===== src/rtl/click_seq_pkg.sv =====
// Shared types and default sizing for the click window sequencer.
package click_seq_pkg;

    localparam int NCH_DEF = 4;
    localparam int CW_DEF  = 16;
    localparam int LW_DEF  = 24;
    localparam int SW_DEF  = 8;
    localparam int DROP_W  = 8;

    // Largest value a default-width live counter can hold before it sticks.
    localparam int unsigned SAT_MAX = (1 << CW_DEF) - 1;

    typedef enum logic {
        ST_IDLE,
        ST_COUNT
    } seq_state_t;

endpackage


===== src/rtl/click_sat_counter.sv =====
// One live pulse counter: clears to zero, or loads its own value plus the
// incoming pulse, sticking at all-ones.
module click_sat_counter
    import click_seq_pkg::*;
#(
    parameter int CW = CW_DEF
) (
    input  logic          clock,
    input  logic          reset_n,
    input  logic          clear,
    input  logic          enable,
    input  logic          inc,
    output logic [CW-1:0] value_next
);

    localparam logic [CW-1:0] MAX = {CW{1'b1}};
    localparam logic [CW-1:0] ONE = CW'(1);

    logic [CW-1:0] count;

    // value_next is exposed so the owner can snapshot the count that
    // includes this cycle's pulse without waiting a cycle.
    always_comb begin
        value_next = count;
        if (inc && (count != MAX)) begin
            value_next = count + ONE;
        end
    end

    always_ff @(posedge clock or negedge reset_n) begin
        if (!reset_n) begin
            count <= '0;
        end else if (clear) begin
            count <= '0;
        end else if (enable) begin
            count <= value_next;
        end
    end

endmodule


===== src/rtl/click_window_sequencer.sv =====
// Gate-window pulse counter with a single-entry readout buffer, back-to-back
// windows, abort, and sticky overrun reporting.
module click_window_sequencer
    import click_seq_pkg::*;
#(
    parameter int NCH = NCH_DEF,
    parameter int CW  = CW_DEF,
    parameter int LW  = LW_DEF,
    parameter int SW  = SW_DEF
) (
    input  logic              clock,
    input  logic              reset_n,
    input  logic [NCH-1:0]    pulse,
    input  logic              start,
    input  logic              stop,
    input  logic              continuous,
    input  logic [LW-1:0]     window_len,
    input  logic              clear_overrun,
    output logic [NCH*CW-1:0] counts,
    output logic [SW-1:0]     seq,
    output logic              out_valid,
    input  logic              out_ready,
    output logic              busy,
    output logic              overrun,
    output logic [7:0]        dropped
);

    localparam logic [LW-1:0]     LEN_ONE  = LW'(1);
    localparam logic [SW-1:0]     SEQ_ONE  = SW'(1);
    localparam logic [DROP_W-1:0] DROP_ONE = DROP_W'(1);
    localparam logic [DROP_W-1:0] DROP_MAX = {DROP_W{1'b1}};

    seq_state_t state, state_next;

    logic [LW-1:0]     timer;
    logic [LW-1:0]     len_eff;
    logic [NCH*CW-1:0] live_next;
    logic              cnt_clear;
    logic              cnt_en;
    logic              win_end;
    logic              timer_load;
    logic              buf_free;
    logic              buf_load;
    logic              drop_evt;

    assign len_eff  = (window_len == '0) ? LEN_ONE : window_len;
    assign buf_free = !out_valid || out_ready;
    assign buf_load = win_end && buf_free;
    assign drop_evt = win_end && !buf_free;
    assign busy     = (state == ST_COUNT);

    for (genvar i = 0; i < NCH; i++) begin : g_cnt
        click_sat_counter #(
            .CW(CW)
        ) u_cnt (
            .clock      (clock),
            .reset_n    (reset_n),
            .clear      (cnt_clear),
            .enable     (cnt_en),
            .inc        (pulse[i]),
            .value_next (live_next[i*CW +: CW])
        );
    end

    always_ff @(posedge clock or negedge reset_n) begin
        if (!reset_n) begin
            state <= ST_IDLE;
        end else begin
            state <= state_next;
        end
    end

    // Stop outranks the end event; a continuous restart clears the counters
    // on the last cycle so the next cycle is already window cycle 1.
    always_comb begin
        state_next = state;
        cnt_clear  = 1'b0;
        cnt_en     = 1'b0;
        win_end    = 1'b0;
        timer_load = 1'b0;
        case (state)
            ST_IDLE: begin
                if (start) begin
                    state_next = ST_COUNT;
                    cnt_clear  = 1'b1;
                    timer_load = 1'b1;
                end
            end
            ST_COUNT: begin
                if (stop) begin
                    state_next = ST_IDLE;
                end else begin
                    cnt_en = 1'b1;
                    if (timer == LEN_ONE) begin
                        win_end = 1'b1;
                        if (continuous) begin
                            cnt_clear  = 1'b1;
                            timer_load = 1'b1;
                        end else begin
                            state_next = ST_IDLE;
                        end
                    end
                end
            end
            default: state_next = ST_IDLE;
        endcase
    end

    always_ff @(posedge clock or negedge reset_n) begin
        if (!reset_n) begin
            timer <= '0;
        end else if (timer_load) begin
            timer <= len_eff;
        end else if (state_next == ST_IDLE) begin
            timer <= '0;
        end else if (state == ST_COUNT) begin
            timer <= timer - LEN_ONE;
        end
    end

    // A load in the same cycle as an acceptance keeps out_valid high with the
    // new window, so the reader never sees a gap.
    always_ff @(posedge clock or negedge reset_n) begin
        if (!reset_n) begin
            counts    <= '0;
            seq       <= '0;
            out_valid <= 1'b0;
        end else if (buf_load) begin
            counts    <= live_next;
            seq       <= seq + SEQ_ONE;
            out_valid <= 1'b1;
        end else if (out_valid && out_ready) begin
            out_valid <= 1'b0;
        end
    end

    // A drop coinciding with a clear restarts the tally at one.
    always_ff @(posedge clock or negedge reset_n) begin
        if (!reset_n) begin
            overrun <= 1'b0;
            dropped <= '0;
        end else if (drop_evt) begin
            overrun <= 1'b1;
            if (clear_overrun) begin
                dropped <= DROP_ONE;
            end else if (dropped != DROP_MAX) begin
                dropped <= dropped + DROP_ONE;
            end
        end else if (clear_overrun) begin
            overrun <= 1'b0;
            dropped <= '0;
        end
    end

endmodule


===== config.mk =====
export PLATFORM = sky130hd
export DESIGN_NAME = click_window_sequencer
export DESIGN_NICKNAME = d
export VERILOG_FILES = /design/src/rtl/click_seq_pkg.sv /design/src/rtl/click_sat_counter.sv /design/src/rtl/click_window_sequencer.sv
export SDC_FILE = /design/constraint.sdc
export NUM_CORES = 1
export LEC_CHECK = 0
export CAP_MARGIN = 10
export CORE_MARGIN = 2
export CORE_UTILIZATION = 24
export DETAILED_ROUTE_END_ITERATION = 8
export GPL_ROUTABILITY_DRIVEN = 0
export PLACE_DENSITY = 0.49
export SYNTH_ARGS = -nofsm -noshare
export SYNTH_HDL_FRONTEND = slang
export SYNTH_SLANG_ARGS = --single-unit

===== constraint.sdc =====
create_clock -name clock -period 3.7 [get_ports clock]
set_input_delay 0.37 -clock clock [delete_from_list [all_inputs] [get_ports clock]]
set_output_delay 0.37 -clock clock [all_outputs]
set_load 0.02 [all_outputs]

Word level (Yosys, flattened, before mapping)
Cells that the tools add are included.
- add/subtract/negate cells: 7
- equal/unequal tests: 7
- multiplexer cells: 37
- bitwise operators: 1
- reductions and logical operators: 16
- operator list (operator ; count):
    $mux W16 ; 12
    $mux W24 ; 4
    $add A16 B1 Y16 const B ; 4
    $ne A16 B16 Y1 const B ; 4
    $mux W8 ; 4
    $eq A24 B1 Y1 const B ; 1
    $logic_not A24 Y1 ; 1
    $sub A24 B1 Y24 const B ; 1
    $add A8 B1 Y8 const B ; 2
    $mux W1 ; 15
    $ne A8 B8 Y1 const B ; 1
    $reduce_bool A2 Y1 ; 4
    $logic_and A1 B1 Y1 ; 7
    $pmux W1 S2 ; 2
    $ne A3 B2 Y1 const B ; 1
    $logic_not A1 Y1 ; 2
    $reduce_and A2 Y1 ; 1
    $logic_or A1 B1 Y1 ; 1
    $not A1 Y1 ; 1
- register bits: 171
- input bits: 35

Depth between registers and ports, before layout
- word-level depth: 7
- depth in mapped cells: 10
- mapped depth without buffers: 7

Modules after synthesis
Synthesis repeated with hierarchy kept, for this count alone.
- cell total of the unflattened synthesis: 919
- area total of the unflattened synthesis: 9659.3 µm²
- modules (own cells, without submodules) (module ; instances ; cells each ; area each (µm²) ; seq. area each (µm²)):
    click_sat_counter ; 4 ; 141 ; 1231.2 ; 400.4
    click_window_sequencer ; 1 ; 355 ; 4734.5 ; 2677.6

Worst setup path before layout
OpenSTA, ideal clock, no wires.
- kind: flip-flop to flip-flop
- from: register timer[19]
- to: register dropped[5]
- data arrival time: 2.530 ns
- data required time: 3.622 ns
- path slack: 1.092 ns
- cell stages (with the launch flop): 7
- period minus slack after synthesis: 2.608 ns
- cell sequence: dfrtp_1 -> or4_4 -> or4_4 -> or4b_4 -> buf_6 -> or3_1 -> a21oi_1
- word-level cells in the longest chain between the ends: 7
- elaborated cells on any way between the ends: 8
- RTL lines (item ; RTL line ; source):
    start, declared ; click_window_sequencer.sv:35 ; logic [LW-1:0] timer;
    start signal, assigned ; click_window_sequencer.sv:113 ; timer <= len_eff;
    start signal, assigned ; click_window_sequencer.sv:117 ; timer <= timer - LEN_ONE;
    $eq A24 B1 Y1 (*) ; click_window_sequencer.sv:94 ; if (timer == LEN_ONE) begin
    $mux W1 (*) ; click_window_sequencer.sv:94 ;
    $mux W1 (*) ; click_window_sequencer.sv:90 ; if (stop) begin
    $mux W1 (*) ; click_window_sequencer.sv:81 ; case (state)
    $logic_and A1 B1 Y1 (*) ; click_window_sequencer.sv:49 ; assign drop_evt = win_end && !buf_free;
    $reduce_bool A2 Y1 (no source line) ; - ;
    $reduce_and A2 Y1 (no source line) ; - ;
    end signal, assigned ; click_window_sequencer.sv:147 ; dropped <= dropped + DROP_ONE;
    end, declared ; click_window_sequencer.sv:25 ; output logic [7:0] dropped
Mark *: on every way between the ends. The rest lies on a longest branch, timed or not.
A chain may end at the register's enable or synchronous reset.

Final worst setup path
- from: register timer[19]
- to: register g_cnt[2].u_cnt.count[10]
- word-level cells in the longest chain between the ends: 5
- elaborated cells on any way between the ends: 6
- RTL lines (item ; RTL line ; source):
    $eq A24 B1 Y1 (*) ; click_window_sequencer.sv:94 ;
    $mux W1 (*) ; click_window_sequencer.sv:94 ;
    $mux W1 (*) ; click_window_sequencer.sv:90 ;
    $pmux W1 S2 (*) ; click_window_sequencer.sv:81 ;
    $mux W16 / $reduce_bool A2 Y1 (equally long branches) ; - ;
    end signal, assigned ; click_sat_counter.sv:36 ; count <= value_next;
    end, declared ; click_sat_counter.sv:19 ; logic [CW-1:0] count;
Marks and branches as above.

==> metrics.cfg <==
[pwr]
power_density_nw_per_um2=426.2
irDropWorstVdd_mv=0.2824
cellLeakagePower_nw=4.435

[synthesis]
synth.avg_cell_area_um2=9.277
synth_common_cells=dfrtp_1 (171), nand2_1 (118), o21ai_0 (95)
synthesis.nets=1013
ys_seq_area_frac=0.4755
ys_ff_latch=171
synth_top_area_frac=0.4755
yosysTopAreaCell=dfrtp_1
netlist_area_um2=8999
synth_ff_type=dfrtp_1
synth_edf_count=0
synth_cell_types=59
yosysWarnings=0
postSynthCellCount=970
synth_area_leaders=dfrtp_1 (48%), xnor2_1 (5.8%), o21ai_0 (5.3%)
async_flop_share=1.000
synth.most_common_cell=dfrtp_1

[floorplanning]
rows=70
die_h_um=197.6
fp.dieW_um=197.6
core_area_um2=36790
start_util=0.2446
io_pins=118
dieArea_um2=39060

[clock_network]
cts_tree=done
cts-htree-levels=4
cts_buffers=17
clk_latency_ps=440
clock_path_buffers=2
root_buffer=clkbuf_16
clkTransAtPathRegs_ps=70
cts.sinks=171
cts_resized=0

[global_routing]
grt_pass1_vias=7344
antenna_found_initial=0
grt_first_pass_wirelength_mm=40.75
overflow=0
track_usage=0.1316
grt_max_degree=78

[flow_run]
cap_violations=0

[worst_setup_path]
timing.rr.start=timer[19]
worstSetupStartpointType=flip-flop
startpoint=timer[19]
cp-end-kind=flip-flop
path_class=reg -> reg
arrival_ps=3110
crit_fanout=46
critPathRequiredTime_ps=4000

[routing]
dr.pass1.iters=5
drc_errors=0
routed_wl_mm=24.57
first_iter_violations=528
ant_nets=0
via_count=7573
wl_per_cell_um=15.89
viasPerCell=4.898

[sta]
worst_pin_slew_ps=992.9
finalClockSkew_ps=15.01
hold_violations=0
period_share=0.7601
fmax_mhz=355.6
max_slew_margin=0.3381
period_needed_ps=2812
finalSetupTns_ps=0
finalSetupViolations=0
slew_viol_final=0
grt_setup_unrepaired=no

[final_layout]
nets=1108
n_antenna_cell=0
drive_gt1_frac=0.05937
syn_to_final_growth_pct=27.09
fin_cells=1546

[place]
placed_cells=1513
port_buffers=117
place_hpwl_mm=17.20

[worst_hold_path]
hold_class=in -> async

[run_status]
outcome=finished clean

==> per-stage QoR <==
stage	setup WS (ps)	power [mW]	hold slack [ps]	area, µm²	utilization
2_1_floorplan	1092	2.491	74.41	8999	-
4_1_cts	889.9	4.953	476.6	11440	0.3109
3_3_place_gp	630.6	2.747	389.9	10730	0.2916
5_1_grt	750.7	5.111	480.4	11440	0.3109
3_5_place_dp	649.7	2.753	399.1	10730	0.2916
6_report	887.8	4.874	467.7	11440	0.3109
==> layout by cell type, fill, tap and decap left out, types with 3 or more instances in the layout <==
master | Yosys | final
ha_1 | 8 | 8
a31oi_1 | 38 | 38
bufinv_16 | 0 | 7
or4_1 | 9 | 9
o2bb2ai_1 | 22 | 22
nand2b_1 | 17 | 17
nor4_1 | 18 | 18
nor2b_1 | 6 | 6
nor3_1 | 20 | 20
dfrtp_1 | 171 | 171
inv_1 | 25 | 25
a21o_1 | 11 | 11
nand2_1 | 118 | 118
buf_12 | 0 | 5
nand3_1 | 35 | 35
and2_1 | 9 | 9
a32o_1 | 5 | 5
nand4_1 | 34 | 34
nor2_1 | 30 | 30
and3_1 | 10 | 10
or2_2 | 4 | 4
mux2i_1 | 10 | 10
or3_1 | 20 | 20
clkdlybuf4s50_1 | 0 | 116
xor2_1 | 19 | 19
clkbuf_16 | 0 | 17
a21oi_1 | 57 | 56
nor3b_1 | 3 | 3
xnor2_1 | 60 | 60
and4_1 | 16 | 16
o2111ai_1 | 4 | 4
o21ai_0 | 95 | 95
a41oi_1 | 5 | 5
buf_4 | 0 | 11
==> per-layer routing <==
layer  vias to the layer above  global-route usage  wire length (µm)  part of all wire
li1                       3730                   -                 -                 -
met1                      3682              0.1808             11980              0.49
met2                       135              0.2092             11380              0.46
met3                        26             0.02254               773             0.031
met4                         0             0.04456               431             0.018
met5                         -                   0                 0                 0
==> cells by family after synthesis <==
| kind of cell | share of synthesized area |
|---|---|
| and+or+nand+nor | 0.2134 |
| AOI/OAI and AO/OA | 0.1738 |
| DFF | 0.4755 |
| buffers and inverters | 0.03560 |
| xor gates and xnor gates | 0.07689 |
| muxes | 0.01363 |
| adders and majority gates | 0.01112 |
==> registers in the layout, summed over array words and instances, names as in the netlist <==
name	count
g_cnt.u_cnt.count	64
out_valid	1
seq	8
timer	24
overrun	1
dropped	8
busy	1
counts	64
==> path summary, 6_finish.rpt <==
kind,end,slack [ps],cells past startpoint
max in group asynchronous,g_cnt[2].u_cnt.count[10],2260,3
worst max register to register,g_cnt[2].u_cnt.count[10],890,6
worst min register to register,seq[7],470,1
worst min-delay path,timer[3],470,2
min in group clock,seq[7],470,1
worst max-delay path,g_cnt[2].u_cnt.count[10],890,6
==> final cells by class <==
type                    count  area [µm²]
clock buffers              21       460.4
fillers                  3827       25350
well taps                 468       585.6
inverters                  25       93.84
clock inverters            11       239.0
flip-flops and latches    171        4279
repair buffers            134        1365
multi-input cells         716        4413
==> repair_timing <==
action,in CTS,in global routing
buffers inserted,0,0
hold endpoints to repair,56,0
hold buffers,1,0
==> critical path, cell delays in order, from the launching register on <==
cell and delay (ps):
dfrtp_1 390, or4_4 580, or2_2 380, o31a_2 660, buf_12 330, a41oi_1 220, a31oi_1 70
==> power by group <==
group	switching, mW	total [mW]	internal [mW]
logic	0.387	0.646	0.259
clock network	0.791	2.16	1.37
registers	0.112	2.07	1.95
total	1.29	4.87	3.58
(Power assumes the default switching activity.)
